## src/rtl/sfx_event_scheduler.sv

```systemverilog
// sfx_event_scheduler
//   Feeds the audio tone generator. Raw game-event levels are edge-detected,
//   queued, and replayed as single-cycle shot/collision strobes. The strobes
//   are spaced so each sound plays in full before the next one starts. A
//   queued hit may cut short a shot sound that is playing. A game_over edge
//   sets a sticky Reached_Bottom mute, which silences the scheduler until reset.
//
// Ports
//   clk             system clock
//   rst             synchronous reset, active low
//   shot_req        level: fire button / missile launched
//   hit_req         level: collision detected
//   game_over       level: invaders reached bottom
//   shot            1-cycle strobe, start shot sound
//   collision       1-cycle strobe, start collision sound
//   Reached_Bottom  sticky mute to the audio block
//   busy            high while a strobe is issuing or a sound is playing
//   fifo_count      queued events
//   dropped_cnt     events lost to a full queue, saturating at 255
//
// Timing
//   One sound occupies ISSUE (1 cycle) plus PLAY (SOUND_CYCLES+GUARD_CYCLES-1
//   cycles). The IDLE pop cycle follows, so back-to-back strobes are
//   SOUND_CYCLES+GUARD_CYCLES+1 cycles apart.
module sfx_event_scheduler #(
  parameter int SOUND_CYCLES = 12000000,
  parameter int GUARD_CYCLES = 2,
  parameter int FIFO_DEPTH   = 4,
  parameter int CNT_W        = 25
) (
  input  logic                          clk,
  input  logic                          rst,
  input  logic                          shot_req,
  input  logic                          hit_req,
  input  logic                          game_over,
  output logic                          shot,
  output logic                          collision,
  output logic                          Reached_Bottom,
  output logic                          busy,
  output logic [$clog2(FIFO_DEPTH):0]   fifo_count,
  output logic [7:0]                    dropped_cnt
);

  localparam int PW = $clog2(FIFO_DEPTH);
  localparam int CW = PW + 1;
  localparam logic [CNT_W-1:0] LOAD = CNT_W'(SOUND_CYCLES + GUARD_CYCLES - 1);

  typedef enum logic [1:0] {IDLE, ISSUE, PLAY} state_t;

  state_t            state, state_nx;
  logic [CNT_W-1:0]  timer, timer_nx;
  logic              cur_is_hit, cur_is_hit_nx;

  // edge-detect history and registered edges
  logic              shot_q, hit_q, go_q;
  logic              shot_ev, hit_ev;

  // event queue: 1 bit per entry, 1 = hit
  logic [FIFO_DEPTH-1:0] mem;
  logic [PW-1:0]     wr_ptr, rd_ptr;
  logic              head, full, pop, push_req, push_ok, drop;
  logic              rb_set, flush;

  assign head     = mem[rd_ptr];
  assign full     = (fifo_count == CW'(FIFO_DEPTH));
  // A hit wins a same-cycle tie; the shot is discarded silently.
  assign push_req = shot_ev | hit_ev;
  // A pop in the same cycle frees a slot, so a full queue still accepts.
  assign push_ok  = push_req & (~full | pop);
  assign drop     = push_req & full & ~pop;

  // The flush starts on the same edge that sets the mute, so a strobe that
  // is already issuing completes but no new one is started.
  assign rb_set   = game_over & ~go_q;
  assign flush    = Reached_Bottom | rb_set;

  always_comb begin
    state_nx      = state;
    timer_nx      = timer;
    cur_is_hit_nx = cur_is_hit;
    pop           = 1'b0;
    case (state)
      IDLE: begin
        if (fifo_count != '0) begin
          pop           = 1'b1;
          cur_is_hit_nx = head;
          state_nx      = ISSUE;
        end
      end
      ISSUE: begin
        timer_nx = LOAD;
        state_nx = PLAY;
      end
      PLAY: begin
        // Only a hit at the head can cut a shot short; hits are never cut.
        if (!cur_is_hit && fifo_count != '0 && head) begin
          pop           = 1'b1;
          cur_is_hit_nx = 1'b1;
          state_nx      = ISSUE;
        end else if (timer <= CNT_W'(1)) begin
          timer_nx = '0;
          state_nx = IDLE;
        end else begin
          timer_nx = timer - CNT_W'(1);
        end
      end
      default: begin
        state_nx = IDLE;
        timer_nx = '0;
      end
    endcase
  end

  always_ff @(posedge clk) begin
    if (!rst) begin
      state          <= IDLE;
      timer          <= '0;
      cur_is_hit     <= 1'b0;
      shot_q         <= 1'b0;
      hit_q          <= 1'b0;
      go_q           <= 1'b0;
      shot_ev        <= 1'b0;
      hit_ev         <= 1'b0;
      mem            <= '0;
      wr_ptr         <= '0;
      rd_ptr         <= '0;
      fifo_count     <= '0;
      dropped_cnt    <= '0;
      shot           <= 1'b0;
      collision      <= 1'b0;
      busy           <= 1'b0;
      Reached_Bottom <= 1'b0;
    end else begin
      shot_q  <= shot_req;
      hit_q   <= hit_req;
      go_q    <= game_over;
      shot_ev <= shot_req & ~shot_q;
      hit_ev  <= hit_req & ~hit_q;
      if (rb_set) Reached_Bottom <= 1'b1;

      if (flush) begin
        state      <= IDLE;
        timer      <= '0;
        cur_is_hit <= 1'b0;
        wr_ptr     <= '0;
        rd_ptr     <= '0;
        fifo_count <= '0;
        shot       <= 1'b0;
        collision  <= 1'b0;
        busy       <= 1'b0;
      end else begin
        state      <= state_nx;
        timer      <= timer_nx;
        cur_is_hit <= cur_is_hit_nx;
        if (push_ok) begin
          mem[wr_ptr] <= hit_ev;
          wr_ptr      <= wr_ptr + PW'(1);
        end
        if (pop) rd_ptr <= rd_ptr + PW'(1);
        fifo_count <= fifo_count + CW'(push_ok) - CW'(pop);
        if (drop && dropped_cnt != 8'hFF) dropped_cnt <= dropped_cnt + 8'd1;
        // Strobes and busy are registered from the next state so they line
        // up exactly with the ISSUE/PLAY cycles.
        shot      <= (state_nx == ISSUE) & ~cur_is_hit_nx;
        collision <= (state_nx == ISSUE) &  cur_is_hit_nx;
        busy      <= (state_nx != IDLE);
      end
    end
  end

endmodule

```

## config.mk

```make
export PLATFORM = sky130hd
export DESIGN_NAME = sfx_event_scheduler
export DESIGN_NICKNAME = d
export VERILOG_FILES = /design/src/rtl/sfx_event_scheduler.sv
export SDC_FILE = /design/constraint.sdc
export NUM_CORES = 1
export LEC_CHECK = 0
export BUFFER_PORTS_ARGS = -buffer_cell sky130_fd_sc_hd__buf_4
export CORE_MARGIN = 2
export CORE_UTILIZATION = 54
export DETAILED_ROUTE_END_ITERATION = 8
export PLACE_DENSITY = 0.79
export SETUP_SLACK_MARGIN = 0.05
export SLEW_MARGIN = 20
export SYNTH_ARGS = -nofsm -noshare
export SYNTH_HDL_FRONTEND = slang
export SYNTH_SLANG_ARGS = --single-unit
```

## constraint.sdc

```tcl
create_clock -name clk -period 2.8 [get_ports clk]
set_input_delay 0 -clock clk [delete_from_list [all_inputs] [get_ports clk]]
set_output_delay 0 -clock clk [all_outputs]
set_load 0.01 [all_outputs]
```

==> impl_metrics.ini <==
[yosys]
syn_nets = 361
yosysTopAreaCell = dfxtp_1
netlist.area_leader.share = 0.3727
ys_seq_area_frac = 0.3727
ys_seq_elements = 56
synth.cell_area_mm2 = 0.003008
synthDistinctLibCells = 61
async_reset_ff_frac = 0
synth_cells = 342
synth-edff-count = 0
synth-warning-count = 0
synth.avg_cell_area_um2 = 8.795
synth_ff_type = dfxtp_1
synthTopCellsByArea = dfxtp_1, ha_1, a21oi_1, nor2_1, nand3_1

[timing]
slew_headroom = 0.4295
fin_tns_setup_ns = 0
setup_viol = 0
clock_skew_ns = 0.006015
hold_ws_ns = 0.3860
fin_crit_sh = 0.9367
finalHoldViolCount = 0
final_max_slew_viol_count = 0
min_period_ns = 2.623
grt_setup_unrepaired = false
fmaxAchievable_mhz = 381.3
worst_slew_pin_slew_ns = 0.8549

[setup_path]
crit_path_start_kind = flip-flop
r2r_slack_ns = 0.18
reg2reg_from = state[0]$_SDFF_PP0_
crit_type = flip-flop to flip-flop
critical_path_arrival_ns = 2.81
crit_fanout = 6
cp-end-kind = flip-flop
endpoint = fifo_count[2]$_SDFF_PP0_
crit_path_start = state[0]$_SDFF_PP0_
ff2ff_path_depth = 12
worst_r2r_endpoint = fifo_count[2]$_SDFF_PP0_
cp.required_ns = 2.99

[placed_design]
portBuffers = 19
dp_hpwl_mm = 4.882
gp_congestion = 0.8875

[clock_network]
clk_pin_slew_ns = 0.10
cts-root-buf = clkbuf_8
clock_path_buffers = 2
cts_htree_levels = 2
cts_tree = built
cts_sinks = 56
clk_latency_ns = 0.32
cts_buffers = 5

[pwr]
total_power_uw = 2024
p_leak_uw = 0.001372
p_int_uw = 1311
irDropWorstVdd_mv = 0.3705
p_sw_uw = 712.4
combPwrFrac = 0.337
clkPwrFrac = 0.229
seq_power_share = 0.434
netSwitchingFraction = 0.3520
powerDensity_mw_per_mm2 = 583.3

[routing]
ant_nets = 0
drt-wirelength-per-cell_um = 15.82
drt-initial-drc-count = 164
drt-pass1-iter-count = 5
drc = 0
vias_per_cell = 6.126
vias = 2726
drt_wl_total_mm = 7.041

[global_routing]
grt_max_degree = 20
overflow = 0
grt_pass1_wl_mm = 11.72
antenna_found_initial = 0
grt_usage = 0.2352
first_global_vias = 2484

[finish]
finalCoreUtilization = 0.6379
drive_above_1_share = 0.1716
n_antenna_cell = 0
areaGrowthSynthToFinish_pct = 15.35
nets = 391

[floorplanning]
fp-row-count = 27
dieArea_mm2 = 0.006183
die_h_um = 78.64
die_w_um = 78.64
core-area_mm2 = 0.005439
num_io_pins = 20
start_util = 0.5530

[job]
cap_violations = 0

[hold_path]
hold_class = flip-flop to flip-flop

[status]
status = completed
-- worst min-delay path by stage --
stage	start	end	slack [ns]	cells past startpoint
after floorplan	game_over	go_q$_SDFF_PN0_	0.12	1
after global placement	game_over	go_q$_SDFF_PN0_	0.21	2
after detailed placement	game_over	go_q$_SDFF_PN0_	0.22	2
after CTS	hit_q$_SDFF_PN0_	hit_ev$_SDFF_PN0_	0.39	1
after global routing	hit_q$_SDFF_PN0_	hit_ev$_SDFF_PN0_	0.40	1
final	hit_q$_SDFF_PN0_	hit_ev$_SDFF_PN0_	0.39	1
-- logic make-up after synthesis --
| kind of cell | share of synthesized area |
|---|---|
| buffers and inverters | 0.04867 |
| XOR/XNOR | 0.03494 |
| flip-flops | 0.3727 |
| multiplexers | 0.03411 |
| AND/OR/NAND/NOR | 0.2558 |
| adder cells (fa/ha/maj) | 0.06073 |
| AO/OA/AOI/OAI | 0.1930 |
-- synthesized netlist by cell type (3+ instances only) --
cell and n:
o211ai_1 5, buf_2 3, or4_1 10, o41ai_1 3, o22ai_1 3, dfxtp_1 56, o21ai_0 6, clkbuf_1 11
nor4_1 8, a31oi_1 7, and2_1 6, nor3b_1 3, nand3_1 18, inv_1 18, a21oi_1 26, nor2_1 29
ha_1 13, nor2b_1 3, mux2i_1 8, nor3_1 5, o31ai_1 6, o2111ai_1 4, or2_2 3, xnor2_1 10
a211oi_1 5, or3_1 10, nand2_1 15, a2111oi_0 3, nand4_1 5
-- critical path, stage by stage, from the launching register on --
cell     delay, ns
dfxtp_2       0.33
inv_2         0.07
ha_4          0.16
or3b_4        0.39
o221a_4       0.26
a21oi_4       0.15
inv_1         0.05
ha_1          0.26
inv_1         0.04
ha_1          0.19
fa_1          0.37
xnor2_1       0.16
nor2_1        0.05
-- flip-flops by register name (all words and copies together) (netlist names), 2 cells and up --
name / count
state: 2
fifo_count: 3
dropped_cnt: 8
timer: 25
mem: 4
rd_ptr: 2
wr_ptr: 2
-- power groups by stage --
stage	clock network, uW	logic (uW)	registers [uW]
2_1_floorplan	0	468	889
3_5_place_dp	0	657	895
3_3_place_gp	0	646	893
4_1_cts	472	669	877
5_1_grt	503	748	884
6_report	463	683	877
-- stage by stage --
| stage | instances | area [um^2] | setup slack (ns) |
|---|---|---|---|
| after CTS | 444 | 3442 | 0.05238 |
| after global placement | 429 | 3281 | 0.1571 |
| after detailed placement | 429 | 3281 | 0.07253 |
| after global routing | 445 | 3470 | 0.05722 |
| final | 445 | 3470 | 0.1773 |
| after floorplan | 342 | 3029 | 0.1313 |
-- placed cells by master (no fill, tap or decap), types with 8 or more instances in the layout --
| cell type | count |
|---|---|
| xnor2_1 | 10 |
| inv_1 | 17 |
| nor4_1 | 8 |
| nor2_1 | 29 |
| dfxtp_1 | 54 |
| nand2_1 | 15 |
| or3_1 | 10 |
| ha_1 | 12 |
| a21oi_1 | 26 |
| nand3_1 | 18 |
| buf_4 | 33 |
| or4_1 | 10 |
| mux2i_1 | 8 |
-- cell type report --
class,instances,area [um^2]
Fill cell,444,1969
Clock inverter,3,22.52
Multi-Input combinational cell,251,1777
Timing Repair Buffer,40,317.8
Tap cell,72,90.09
Clock buffer,5,68.82
Inverter,18,67.56
Sequential cell,56,1126
-- per-layer routing --
metal,part of all wire,GRT usage,up-vias
met5,0,0,-
met1,0.46,0.3181,1306
met2,0.48,0.3735,72
met4,0.012,0.07544,0
met3,0.048,0.05172,8
li1,-,-,1340
-- timing repair --
| action | CTS | global route |
|---|---|---|
| endpoints found under the setup margin | 0 | 2 |
| hold buffers | 7 | 0 |
| buffers inserted | 0 | 1 |
| resized for setup | 0 | 5 |
| hold endpoints to repair | 7 | 0 |
No activity file was read; power rests on OpenSTA's default activity.
